===== config.mk =====
export PLATFORM = sky130hd
export DESIGN_NAME = lsu
export DESIGN_NICKNAME = d
export VERILOG_FILES = /design/src/rtl/lsu_pkg.sv /design/src/rtl/lsu_align.sv /design/src/rtl/lsu.sv
export SDC_FILE = /design/constraint.sdc
export NUM_CORES = 1
export LEC_CHECK = 0
export ABC_AREA = 1
export BUFFER_PORTS_ARGS = -buffer_cell sky130_fd_sc_hd__clkbuf_2
export CAP_MARGIN = 20
export CORE_ASPECT_RATIO = 1.2
export CORE_MARGIN = 2
export CORE_UTILIZATION = 50
export DETAILED_ROUTE_END_ITERATION = 12
export PLACE_DENSITY = 0.79
export SYNTH_ARGS = -nofsm -noshare
export SYNTH_HDL_FRONTEND = slang
export SYNTH_HIERARCHICAL = 1
export SYNTH_SLANG_ARGS = --single-unit
export TNS_END_PERCENT = 5

===== constraint.sdc =====
create_clock -name clk -period 2.2 [get_ports clk]
set_input_delay 0.44 -clock clk [delete_from_list [all_inputs] [get_ports clk]]
set_output_delay 0.44 -clock clk [all_outputs]
set_load 0.01 [all_outputs]

===== src/rtl/lsu_pkg.sv =====
// Shared types and lane-mask helper for the load/store unit.
// Optional feature macro used by this slice: LSU_MISALIGNED_EN.
package lsu_pkg;

    typedef enum logic [1:0] {
        BYTE = 2'd0,
        HALF = 2'd1,
        WORD = 2'd2
    } lsu_size_e;

    typedef enum logic [1:0] {
        IDLE = 2'd0,
        ACC0 = 2'd1,
        ACC1 = 2'd2,
        RESP = 2'd3
    } lsu_state_e;

    localparam logic [3:0] MASK_BYTE = 4'h1;
    localparam logic [3:0] MASK_HALF = 4'h3;
    localparam logic [3:0] MASK_WORD = 4'hF;

    // Byte-lane mask over two consecutive words; bits [7:4] belong to the next word.
    function automatic logic [7:0] lane_mask(input logic [1:0] size, input logic [1:0] off);
        logic [3:0] base;
        case (size)
            BYTE:    base = MASK_BYTE;
            HALF:    base = MASK_HALF;
            WORD:    base = MASK_WORD;
            default: base = 4'h0;
        endcase
        return {4'h0, base} << off;
    endfunction

endpackage


===== src/rtl/lsu_align.sv =====
// Combinational lane alignment: byte enables, store shift, load extract/extend.
// High-word datapath exists only when LSU_MISALIGNED_EN is defined.
module lsu_align
    import lsu_pkg::*;
(
    input  logic [1:0]  size,
    input  logic [1:0]  offset,
    input  logic        is_unsigned,
    input  logic [31:0] wdata,
    input  logic [31:0] rdata_lo,
`ifdef LSU_MISALIGNED_EN
    input  logic [31:0] rdata_hi,
    output logic [3:0]  lane_hi,
    output logic [31:0] store_hi,
`endif
    output logic [3:0]  lane_lo,
    output logic [31:0] store_lo,
    output logic [31:0] load_data
);

    logic [7:0]  mask;
    logic [4:0]  shamt;
    logic [31:0] load_word;

    assign mask    = lane_mask(size, offset);
    assign shamt   = {offset, 3'b000};
    assign lane_lo = mask[3:0];

`ifdef LSU_MISALIGNED_EN
    assign lane_hi   = mask[7:4];
    assign store_lo  = 32'({32'h0, wdata} << shamt);
    assign store_hi  = 32'(({32'h0, wdata} << shamt) >> 32);
    assign load_word = 32'({rdata_hi, rdata_lo} >> shamt);
`else
    assign store_lo  = wdata << shamt;
    assign load_word = rdata_lo >> shamt;
`endif

    always_comb begin
        load_data = '0;
        case (size)
            BYTE: load_data = is_unsigned ? {24'h0, load_word[7:0]}
                                          : {{24{load_word[7]}}, load_word[7:0]};
            HALF: load_data = is_unsigned ? {16'h0, load_word[15:0]}
                                          : {{16{load_word[15]}}, load_word[15:0]};
            WORD: load_data = load_word;
            default: load_data = '0;
        endcase
    end

endmodule


===== src/rtl/lsu.sv =====
// Load/store unit in front of dmem: request capture, access FSM, response.
// LSU_MISALIGNED_EN enables split (two-word) accesses; otherwise they fault.
module lsu
    import lsu_pkg::*;
#(
    parameter int unsigned DWIDTH = 32,
    parameter int unsigned AWIDTH = 14
) (
    input  logic              clk,
    input  logic              rst_n,
    input  logic              req_valid,
    output logic              req_ready,
    input  logic              req_we,
    input  logic [1:0]        req_size,
    input  logic              req_unsigned,
    input  logic [31:0]       req_addr,
    input  logic [DWIDTH-1:0] req_wdata,
    output logic              resp_valid,
    output logic [DWIDTH-1:0] resp_rdata,
    output logic              resp_fault,
    output logic [AWIDTH-1:0] mem_addr,
    output logic [3:0]        mem_wbe,
    output logic [DWIDTH-1:0] mem_dataw,
    input  logic [DWIDTH-1:0] mem_datar
);

    lsu_state_e state_q, state_d;

    logic              we_q, uns_q, fault_q;
    logic [1:0]        size_q;
    logic [AWIDTH+1:0] addr_q;
    logic [DWIDTH-1:0] wdata_q, lo_q;
    logic              req_fault;
    logic [3:0]        lane_lo;
    logic [DWIDTH-1:0] store_lo, load_data;
    logic              unused_addr_bits;

    assign unused_addr_bits = ^req_addr[31:AWIDTH+2];

`ifdef LSU_MISALIGNED_EN
    logic [DWIDTH-1:0] hi_q;
    logic [3:0]        lane_hi;
    logic [DWIDTH-1:0] store_hi;

    assign req_fault = (req_size == 2'd3);
`else
    logic [7:0] req_mask;

    // Without the split path, any request touching the next word is refused up front.
    assign req_mask  = lane_mask(req_size, req_addr[1:0]);
    assign req_fault = (req_size == 2'd3) || (req_mask[7:4] != 4'h0);
`endif

    lsu_align u_align (
        .size        (size_q),
        .offset      (addr_q[1:0]),
        .is_unsigned (uns_q),
        .wdata       (wdata_q),
        .rdata_lo    (lo_q),
`ifdef LSU_MISALIGNED_EN
        .rdata_hi    (hi_q),
        .lane_hi     (lane_hi),
        .store_hi    (store_hi),
`endif
        .lane_lo     (lane_lo),
        .store_lo    (store_lo),
        .load_data   (load_data)
    );

    always_ff @(posedge clk or negedge rst_n) begin
        if (!rst_n) begin
            state_q <= IDLE;
            we_q    <= 1'b0;
            uns_q   <= 1'b0;
            fault_q <= 1'b0;
            size_q  <= '0;
            addr_q  <= '0;
            wdata_q <= '0;
            lo_q    <= '0;
`ifdef LSU_MISALIGNED_EN
            hi_q    <= '0;
`endif
        end else begin
            state_q <= state_d;
            if (state_q == IDLE && req_valid) begin
                we_q    <= req_we;
                uns_q   <= req_unsigned;
                fault_q <= req_fault;
                size_q  <= req_size;
                addr_q  <= req_addr[AWIDTH+1:0];
                wdata_q <= req_wdata;
            end
            if (state_q == ACC0) begin
                lo_q <= mem_datar;
            end
`ifdef LSU_MISALIGNED_EN
            if (state_q == ACC1) begin
                hi_q <= mem_datar;
            end
`endif
        end
    end

    always_comb begin
        state_d    = state_q;
        req_ready  = 1'b0;
        resp_valid = 1'b0;
        resp_fault = 1'b0;
        resp_rdata = '0;
        mem_addr   = '0;
        mem_wbe    = '0;
        mem_dataw  = '0;
        case (state_q)
            IDLE: begin
                req_ready = 1'b1;
                if (req_valid) begin
                    state_d = req_fault ? RESP : ACC0;
                end
            end
            ACC0: begin
                mem_addr  = addr_q[AWIDTH+1:2];
                mem_wbe   = we_q ? lane_lo : 4'h0;
                mem_dataw = store_lo;
`ifdef LSU_MISALIGNED_EN
                state_d   = (lane_hi != 4'h0) ? ACC1 : RESP;
`else
                state_d   = RESP;
`endif
            end
`ifdef LSU_MISALIGNED_EN
            ACC1: begin
                mem_addr  = addr_q[AWIDTH+1:2] + AWIDTH'(1);
                mem_wbe   = we_q ? lane_hi : 4'h0;
                mem_dataw = store_hi;
                state_d   = RESP;
            end
`endif
            RESP: begin
                resp_valid = 1'b1;
                resp_fault = fault_q;
                resp_rdata = (fault_q || we_q) ? '0 : load_data;
                state_d    = IDLE;
            end
            default: state_d = IDLE;
        endcase
    end

endmodule


## Word-level counts from Yosys, hierarchy flattened

Cells that the tools add are included.

- Logic and storage cells: 44
- Output and inout port bits: 85
- Register bits: 87
- Input port bits: 103

- Equality and inequality tests: 8
- Shifts and indexed selects: 4
- Reduce and logical (&&, ||, !) cells: 7
- Multiplexer cells: 17

Operators by type and width:

| kind | count |
|---|---|
| $mux W32 | 5 |
| $pmux W32 S3 | 1 |
| $shl A32 B5 Y32 | 1 |
| $shr A32 B5 Y32 | 1 |
| $pmux W4 S3 | 2 |
| $mux W14 | 1 |
| $eq A2 B2 Y1 const B | 4 |
| $mux W4 | 2 |
| $shl A4 B2 Y8 | 1 |
| $eq A2 B1 Y1 const B | 3 |
| $logic_not A2 Y1 | 3 |
| $mux W2 | 2 |
| $pmux W2 S2 | 1 |
| $reduce_bool A4 Y1 | 1 |
| $shl A4 B2 Y4 | 1 |
| $mux W1 | 3 |
| $logic_or A1 B1 Y1 | 2 |
| $ne A2 B2 Y1 const B | 1 |
| $logic_and A1 B1 Y1 | 1 |

## Longest topological paths before layout

Gate-level depths: netlist (run 1).

- Depth after elaboration: 8
- Mapped depth: 12
- Mapped depth without buffers: 10

## Hierarchy

The synthesis (run 1) kept the hierarchy.

By module, submodules not included:

| module | cells each | sequential area each (sq um) | times used | area an instance (sq um) |
|---|---|---|---|---|
| lsu | 549 | 2177.1 | 1 | 4043.9 |
| lsu_align | 322 | 0.0 | 1 | 1589.0 |

## Worst setup path after synthesis (run 1)

OpenSTA, ideal clock, no wires.

- Path type: reg2out
- Start point: reg size_q[0]
- End point: out resp_rdata[16]
- Path slack: 0.242 ns
- Arrival: 1.518 ns
- Cell stages (with the launch flop): 12
- Data required time: 1.760 ns
- Path through: dfrtp_1 > inv_1 > ha_1 > inv_1 > nor2_2 > buf_2 > nand2_1 > nand3_1 > nand2_1 > inv_1 > nand2_1 > nor2_1

- Word-level cells in the longest chain between the ends: 4
- Elaborated cells between the ends (all ways): 6
- Those cells by class: 2 x eq/ne; 3 x mux; 1 x reduce/logical

RTL lines:

| element | line | text |
|---|---|---|
| start, declared | lsu.sv:30 | `logic [1:0] size_q;` |
| start signal, assigned | lsu.sv:89 | `size_q <= req_size;` |
| $eq A2 B2 Y1, or another cell as far along | lsu_align.sv:41 | `case (size)` |
| $pmux W32 S3 * | lsu_align.sv:41 |  |
| named net load_data[16] | lsu.sv:35 | `logic [DWIDTH-1:0] store_lo, load_data;` |
| $mux W32 * | lsu.sv:141 | `resp_rdata = (fault_q \|\| we_q) ? '0 : load_data;` |
| $mux W32 * | lsu.sv:113 | `case (state_q)` |
| end, declared | lsu.sv:19 | `output logic [DWIDTH-1:0] resp_rdata,` |

Mark *: on every way through the listed nets, which the timed path passes. The rest lies on a longest branch.

## Worst setup path after layout (run 1)

- Start point: reg size_q[0]
- End point: out resp_rdata[15]

The elaborated chain is that of the path after synthesis.

==> results.rst, run 1 <==
.. list-table::
   :header-rows: 1

   * - Metric
     - Value
   * - Hold/Removal Path Class
     - in2async
   * - Critical path's largest stage delay
     - 0.39 ns
   * - FMAX
     - between 400 and 500 MHz
   * - Synth top area share
     - a little under 40%
   * - Max transition margin
     - 61.86%
   * - Worst clock skew on the final layout
     - between 0.005 and 0.006 ns
   * - HPWL after detailed placement
     - about 11000 um
   * - Signal arrival time at the worst endpoint
     - 1.95 ns
   * - Initial Util
     - 51.29%
   * - Category of the worst setup path launch point
     - flop
   * - Number of antenna violations at the first check in global routing
     - 0
   * - Internal power
     - around 0.0059 W
   * - Cell types with the largest area share after synthesis
     - sky130_fd_sc_hd__dfrtp_1 (39%), sky130_fd_sc_hd__nand2_1 (24%), sky130_fd_sc_hd__nor2_1 (8.0%)
   * - Die outline width
     - 100.9 um
   * - Number of diodes added for antenna fixing
     - 0
   * - Number of max-cap violations
     - 0
   * - Top fanout value on the critical path
     - 6
   * - Average wire per standard cell
     - between 10 and 15 um
   * - Number of buffers added by the clock tree synthesis step
     - 9
   * - Wire length of the first global-routing pass
     - around 26000 um
   * - Slew Limit Fails
     - 0
   * - Routed Wire Length
     - 15430 um
   * - Setup TNS
     - -4.120 ns
   * - Worst-case reg-to-reg path depth
     - 7
   * - Clock latency of the later-clocked register in the worst-skew pair
     - ~0.35 ns
   * - CTS H-tree lvls
     - 3
   * - Seq pwr share
     - between 20% and 30%
   * - Via density
     - ~5.0
   * - Mean instance size in the synthesized netlist
     - approximately 6.5 um2
   * - Number of warning messages in the yosys log
     - 6
   * - Final hold viol count
     - 0
   * - Layout cells sized above 1
     - a little over a quarter
   * - Cell at the root of the clock tree
     - sky130_fd_sc_hd__clkbuf_16
   * - Total Routing Usage GR
     - between 20 and 30%
   * - Peak ir drop on the vdd network
     - between 0.8 and 0.9 mV
   * - Clock slew at the register clock pins of the worst setup and hold paths
     - about 0.06 ns
   * - Highest-count cells in the layout ignoring fill and taps
     - sky130_fd_sc_hd__nand2_1 (350), sky130_fd_sc_hd__clkbuf_2 (154), sky130_fd_sc_hd__nor2_1 (115), sky130_fd_sc_hd__dfrtp_1 (85), sky130_fd_sc_hd__inv_1 (82)
   * - Area of the mapped netlist
     - approximately 5600 um2
   * - Most used flip-flop cell after synthesis
     - sky130_fd_sc_hd__dfrtp_1
   * - Synthesis-to-layout area growth
     - 28.25%
   * - Final-stage net count
     - about 1100
   * - Setup slack of the most critical reg-to-reg path
     - about 0.73 ns
   * - Vias in the first global route
     - roughly 5600
   * - Required arrival time at the worst endpoint
     - between 1.5 and 2 ns
   * - Setup repair after global routing missed its margin
     - yes
   * - Period utilization
     - 108.5%
   * - Smallest setup slack after layout
     - -0.1873 ns
   * - Iteration-0 DRC Markers
     - ~280
   * - Detailed-routing iteration count for the pre-antenna-repair pass
     - 5
   * - Die footprint
     - between 10000 and 15000 um2
   * - Clock period minus final worst setup slack
     - between 2 and 2.5 ns
   * - Largest net degree at the start of global routing
     - 55
   * - RR Startpoint
     - state_q[0]
   * - Number of flops mapped to enable cells by yosys
     - 0
   * - Total number of vias
     - 5892
   * - Reported leakage power
     - just over 4 nW
   * - CTS tree
     - yes
   * - Async SR Flop Fraction
     - between 90% and 100%
   * - Site row count
     - between 40 and 50
   * - Setup violation total in the final timing report
     - 36
   * - Post-synth top area cell
     - sky130_fd_sc_hd__dfrtp_1
   * - Capturing element type of the critical path
     - primary output
   * - Outcome
     - finished, violations left
   * - # port buffers
     - between 150 and 200
   * - Routability congestion estimate
     - between 0.8 and 0.9
   * - Top Family by Delay on Critical Path
     - buffers and inverters
   * - Class of the most critical setup path
     - reg2out
   * - Worst Tran Pin Value
     - 0.5721 ns
   * - Total number of clock tree sinks
     - 87
   * - FF+latch count, synth
     - 87
   * - Clock Path Buffers
     - 2
   * - Most common cell type on the critical path
     - sky130_fd_sc_hd__inv_2
   * - Grt total ovfl
     - 0
   * - Total DRC errors in the routed layout
     - 0
   * - Number of distinct standard cells referenced by the synthesized netlist
     - 27
   * - Part of the total power dissipated in the clock network
     - 14.8%
   * - Layout filler cell count
     - 1018
   * - Combinational Power Share
     - between 50% and 60%
   * - Switching power
     - 0.005440 W
   * - Post-synthesis sequential area ratio
     - approximately two fifths
   * - Boundary pin count
     - 188
   * - Critical path cell sequence
     - inv_2, ha_4, inv_2, nor2_4, buf_6, nand3_4, a21oi_1, nand2_1, nor2_1, clkbuf_2
   * - Number of nets in the synthesized netlist
     - around 1000
   * - Power Density
     - approximately 1600 nW/um2
   * - Worst reg2reg path endpoint
     - lo_q[15]
   * - Die Y
     - roughly 120 um
   * - Switching fraction of total power
     - a little under half
   * - Failing checks
     - setup timing
   * - Leading cell type in the layout, fill and taps excluded
     - sky130_fd_sc_hd__nand2_1
   * - Synthesized netlist cell count
     - slightly below 900
   * - Master of the slowest instance on the critical path
     - sky130_fd_sc_hd__dfrtp_1
   * - Residual antenna-violating net count after detailed routing
     - 0
   * - Post-placement setup slack
     - about 0.080 ns
   * - Combined buffer and inverter count along the critical path
     - 4
   * - Placeable Area
     - 10980 um2
==> worst max path at each step <==
stage	from	endpoint	slack [ns]	cells past startpoint
2_1_floorplan	size_q[0]	resp_rdata[16]	0.24	11
3_3_place_gp	size_q[0]	resp_rdata[9]	0.11	9
3_5_place_dp	size_q[0]	resp_rdata[14]	0.08	9
4_1_cts	size_q[1]	resp_rdata[24]	-0.13	11
5_1_grt	size_q[0]	resp_rdata[31]	-0.32	12
6_report	size_q[0]	resp_rdata[15]	-0.19	10
==> power groups by stage <==
stage	Clock, W	Combinational (W)	Sequential, W
after CTS	0.00171	0.00654	0.00298
after detailed placement	0	0.00578	0.00299
after global routing	0.00177	0.00753	0.00309
after floorplan	0	0.00450	0.00278
after global placement	0	0.00570	0.00297
final	0.00168	0.00669	0.00300
==> state kept, by name (all words and copies together) (netlist names) <==
signal	count
addr_q	16
fault_q	1
lo_q	32
size_q	2
state_q	2
uns_q	1
wdata_q	32
we_q	1
==> cell type report <==
| cell class | count | area [um2] | area share, % |
|---|---|---|---|
| multi-input cells | 637 | 2935 | 40.63 |
| repair buffers | 206 | 1254 | 17.35 |
| well taps | 132 | 165.2 | 2.286 |
| flip-flops and latches | 87 | 2180 | 30.17 |
| clock buffers | 9 | 225.2 | 3.117 |
| clock inverters | 7 | 102.6 | 1.420 |
| inverters | 94 | 362.8 | 5.023 |
==> stage by stage <==
step	std cells	util [%]	power [W]	area, um2	hold slack (ns)
2_1_floorplan	871	-	0.007274	5633	0.1444
3_3_place_gp	1140	59.39	0.008675	6523	0.4177
3_5_place_dp	1140	59.39	0.008771	6523	0.4200
4_1_cts	1171	65.45	0.01123	7188	0.05143
5_1_grt	1172	65.78	0.01240	7224	0.06849
6_report	1172	65.78	0.01137	7224	0.04055
==> cell usage after synthesis, drive strengths merged, types with 2 or more instances <==
master  count
clkbuf      7
a22oi       8
mux2i       7
ha          7
nand3      39
nand2     355
nor2      123
o21ai      55
a21oi      34
inv        93
buf        50
o211ai      2
dfrtp      87
==> cells by family after synthesis <==
family	share of synthesized area [%]
simple gates	36.32
buf+inv	12.62
mux	1.244
flops	38.65
fa+ha+maj	1.555
compound gates	9.618
==> per-layer routing <==
metal / routed length (um) / up-vias / share of wire, % / global-route usage [%]
li1: - / 2989 / - / -
met4: 595 / 0 / 3.9 / 13.34
met1: 6158 / 2615 / 40 / 32.81
met5: 0 / - / 0 / 0
met3: 1063 / 49 / 6.9 / 4.855
met2: 7608 / 239 / 49 / 45.46
==> timing repair <==
action,in CTS,in global routing
setup buffers,10,1
pin swaps,13,5
hold buffers,0,0
gates resized for setup,56,35
endpoints found under the setup margin,53,60
cloned,5,0
Power figures use the tool's default switching activity.
==> inputs of run 2 (changes only) <==
--- a/config.mk
+++ b/config.mk
@@ -11,8 +11,9 @@
 export CORE_ASPECT_RATIO = 1.2
 export CORE_MARGIN = 2
 export CORE_UTILIZATION = 50
+export CTS_BUF_LIST = sky130_fd_sc_hd__clkbuf_16
 export DETAILED_ROUTE_END_ITERATION = 12
-export PLACE_DENSITY = 0.79
+export PLACE_DENSITY = 0.82
 export SYNTH_ARGS = -nofsm -noshare
 export SYNTH_HDL_FRONTEND = slang
 export SYNTH_HIERARCHICAL = 1
==> results.rst, run 2 (synthesis results as in run 1) <==
.. list-table::
   :header-rows: 1

   * - Metric
     - Value
   * - Initial Util
     - about 51%
   * - Site row count
     - 42
   * - Class of the most critical setup path
     - reg2out
   * - Iteration-0 DRC Markers
     - 370
   * - Top Family by Delay on Critical Path
     - compound AO/OA/AOI/OAI gates
   * - Clock Path Buffers
     - 2
   * - Most common cell type on the critical path
     - sky130_fd_sc_hd__a21oi_1
   * - Largest registers
     - lo_q: 32 flops, wdata_q: 32 flops, addr_q: 16 flops
   * - Hold/Removal Path Class
     - in2async
   * - Grt total ovfl
     - 0
   * - Die footprint
     - approximately 12000 um2
   * - Setup violation total in the final timing report
     - 35
   * - Max transition margin
     - ~62%
   * - Worst-case reg-to-reg path depth
     - 6
   * - HPWL after detailed placement
     - around 10000 um
   * - Boundary pin count
     - around 190
   * - Peak ir drop on the vdd network
     - around 0.86 mV
   * - Master of the slowest instance on the critical path
     - sky130_fd_sc_hd__dfrtp_1
   * - Vias in the first global route
     - around 5700
   * - Clock slew at the register clock pins of the worst setup and hold paths
     - about 0.070 ns
   * - Failing checks
     - setup timing
   * - Total DRC errors in the routed layout
     - 0
   * - Leading cell type in the layout, fill and taps excluded
     - sky130_fd_sc_hd__nand2_1
   * - Combined buffer and inverter count along the critical path
     - 3
   * - Layout cells sized above 1
     - 27.01%
   * - Worst clock skew on the final layout
     - 0.006288 ns
   * - Worst Tran Pin Value
     - ~0.57 ns
   * - Clock period minus final worst setup slack
     - roughly 2.5 ns
   * - DP Area
     - around 6500 um2
   * - Largest net degree at the start of global routing
     - just under 50
   * - Clock latency of the later-clocked register in the worst-skew pair
     - 0.33 ns
   * - Required arrival time at the worst endpoint
     - 1.76 ns
   * - CTS H-tree lvls
     - 3
   * - Total number of clock tree sinks
     - 87
   * - Number of diodes added for antenna fixing
     - 0
   * - Cts hold-fix bufs
     - 0
   * - Number of max-cap violations
     - 0
   * - Critical path's largest stage delay
     - between 0.4 and 0.5 ns
   * - Placeable Area
     - 10980 um2
   * - Via density
     - about 5.2
   * - Wire length of the first global-routing pass
     - ~26000 um
   * - Average wire per standard cell
     - 13.73 um
   * - Setup repair after global routing missed its margin
     - yes
   * - Setup TNS
     - -7.054 ns
   * - Detailed-routing iteration count for the pre-antenna-repair pass
     - 7
   * - Die Y
     - roughly 120 um
   * - Number of buffers added by the clock tree synthesis step
     - 9
   * - Reported leakage power
     - ~4.1 nW
   * - Period utilization
     - 112.7%
   * - Total number of vias
     - ~6000
   * - Number of cells on the critical path
     - 10
   * - Signal arrival time at the worst endpoint
     - between 2 and 2.5 ns
   * - Critical path cell sequence
     - inv_2, ha_4, nor2_2, buf_6, a21oi_1, o21ai_0, a21oi_1, nand2_1, nor2_1, clkbuf_2
   * - Capturing element type of the critical path
     - primary output
   * - Routed Wire Length
     - about 16000 um
   * - Setup slack of the most critical reg-to-reg path
     - between 0.7 and 0.8 ns
   * - Routability congestion estimate
     - between 0.8 and 0.9
   * - CTS tree
     - yes
   * - FMAX
     - 403.4 MHz
   * - Final hold viol count
     - 0
   * - Cell at the root of the clock tree
     - sky130_fd_sc_hd__clkbuf_16
   * - Highest-count cells in the layout ignoring fill and taps
     - sky130_fd_sc_hd__nand2_1 (347), sky130_fd_sc_hd__clkbuf_2 (147), sky130_fd_sc_hd__nor2_1 (115), sky130_fd_sc_hd__dfrtp_1 (85), sky130_fd_sc_hd__inv_1 (82)
   * - Category of the worst setup path launch point
     - flop
   * - Number of antenna violations at the first check in global routing
     - 0
   * - Outcome
     - finished, violations left
   * - Final instance area
     - roughly 7300 um2
   * - Residual antenna-violating net count after detailed routing
     - 0
   * - Slew Limit Fails
     - 0
   * - Smallest setup slack after layout
     - -0.2792 ns
   * - Total Routing Usage GR
     - about 27%
   * - Final-stage net count
     - ~1100
   * - # port buffers
     - 171
   * - Die outline width
     - around 100 um
   * - Top fanout value on the critical path
     - 5
   * - Synthesis-to-layout area growth
     - 30.19%
   * - Power Density
     - roughly 1600 nW/um2
==> run 2: timing repair <==
item | in CTS | in global routing
pin swaps | 14 | 23
setup buffers | 14 | 0
setup endpoints to repair | 45 | 56
cloned | 5 | 2
gates resized for setup | 52 | 45
==> run 2: cell type report <==
cell class | count | area [um2]
sequential | 87 | 2180
clock buffer | 9 | 225.2
inverter | 94 | 366.6
tap | 132 | 165.2
fill | 951 | 3650
multi-input combinational | 637 | 2969
clock inverter | 7 | 96.34
timing repair buffer | 210 | 1331
==> run 2: routing by layer <==
metal  track usage [%]  vias up  share of wire, %
li1                  -     3000                 -
met1             31.90     2679                37
met2             45.63      330                50
met3             5.780       82               8.2
met4             13.68        0               5.0
met5                 0        -                 0
==> run 2: final timing paths <==
kind                                  endpoint          start
min in group clk                   wdata_q[21]  req_wdata[21]
worst max register to register      addr_q[15]     state_q[0]
worst max-delay path            resp_rdata[14]      size_q[0]
worst min-delay path                wdata_q[2]          rst_n
worst min register to register        lo_q[25]       lo_q[25]
max in group asynchronous             lo_q[21]          rst_n
==> run 2: report_power, final <==
part           total (W)  leakage [nW]  internal (W)  switching (W)
Combinational    0.00699          2.92       0.00266        0.00432
Sequential       0.00301          1.07       0.00238       0.000625
Clock            0.00163         0.150      0.000996       0.000630
Total             0.0116          4.14       0.00604        0.00558
==> run 2: worst reg2reg max path, stage by stage, from the launching register on <==
cell and delay, ns:
sky130_fd_sc_hd__dfrtp_1 0.41, sky130_fd_sc_hd__nor2_2 0.16, sky130_fd_sc_hd__nand2_2 0.07, sky130_fd_sc_hd__inv_2 0.34, sky130_fd_sc_hd__buf_12 0.24, sky130_fd_sc_hd__nand2_1 0.08, sky130_fd_sc_hd__o21ai_1 0.08
==> run 2: metrics by stage <==
step / power (W) / instances / setup WS [ns] / hold slack [ns] / util (%)
4_1_cts: 0.01122 / 1174 / -0.1540 / 0.07653 / 65.76
3_5_place_dp: 0.008789 / 1139 / 0.03459 / 0.4381 / 59.55
3_3_place_gp: 0.008672 / 1139 / 0.05558 / 0.4354 / 59.55
2_1_floorplan: 0.007274 / 871 / 0.2422 / 0.1444 / -
5_1_grt: 0.01259 / 1176 / -0.3893 / 0.1017 / 66.77
6_report: 0.01162 / 1176 / -0.2792 / 0.06928 / 66.77
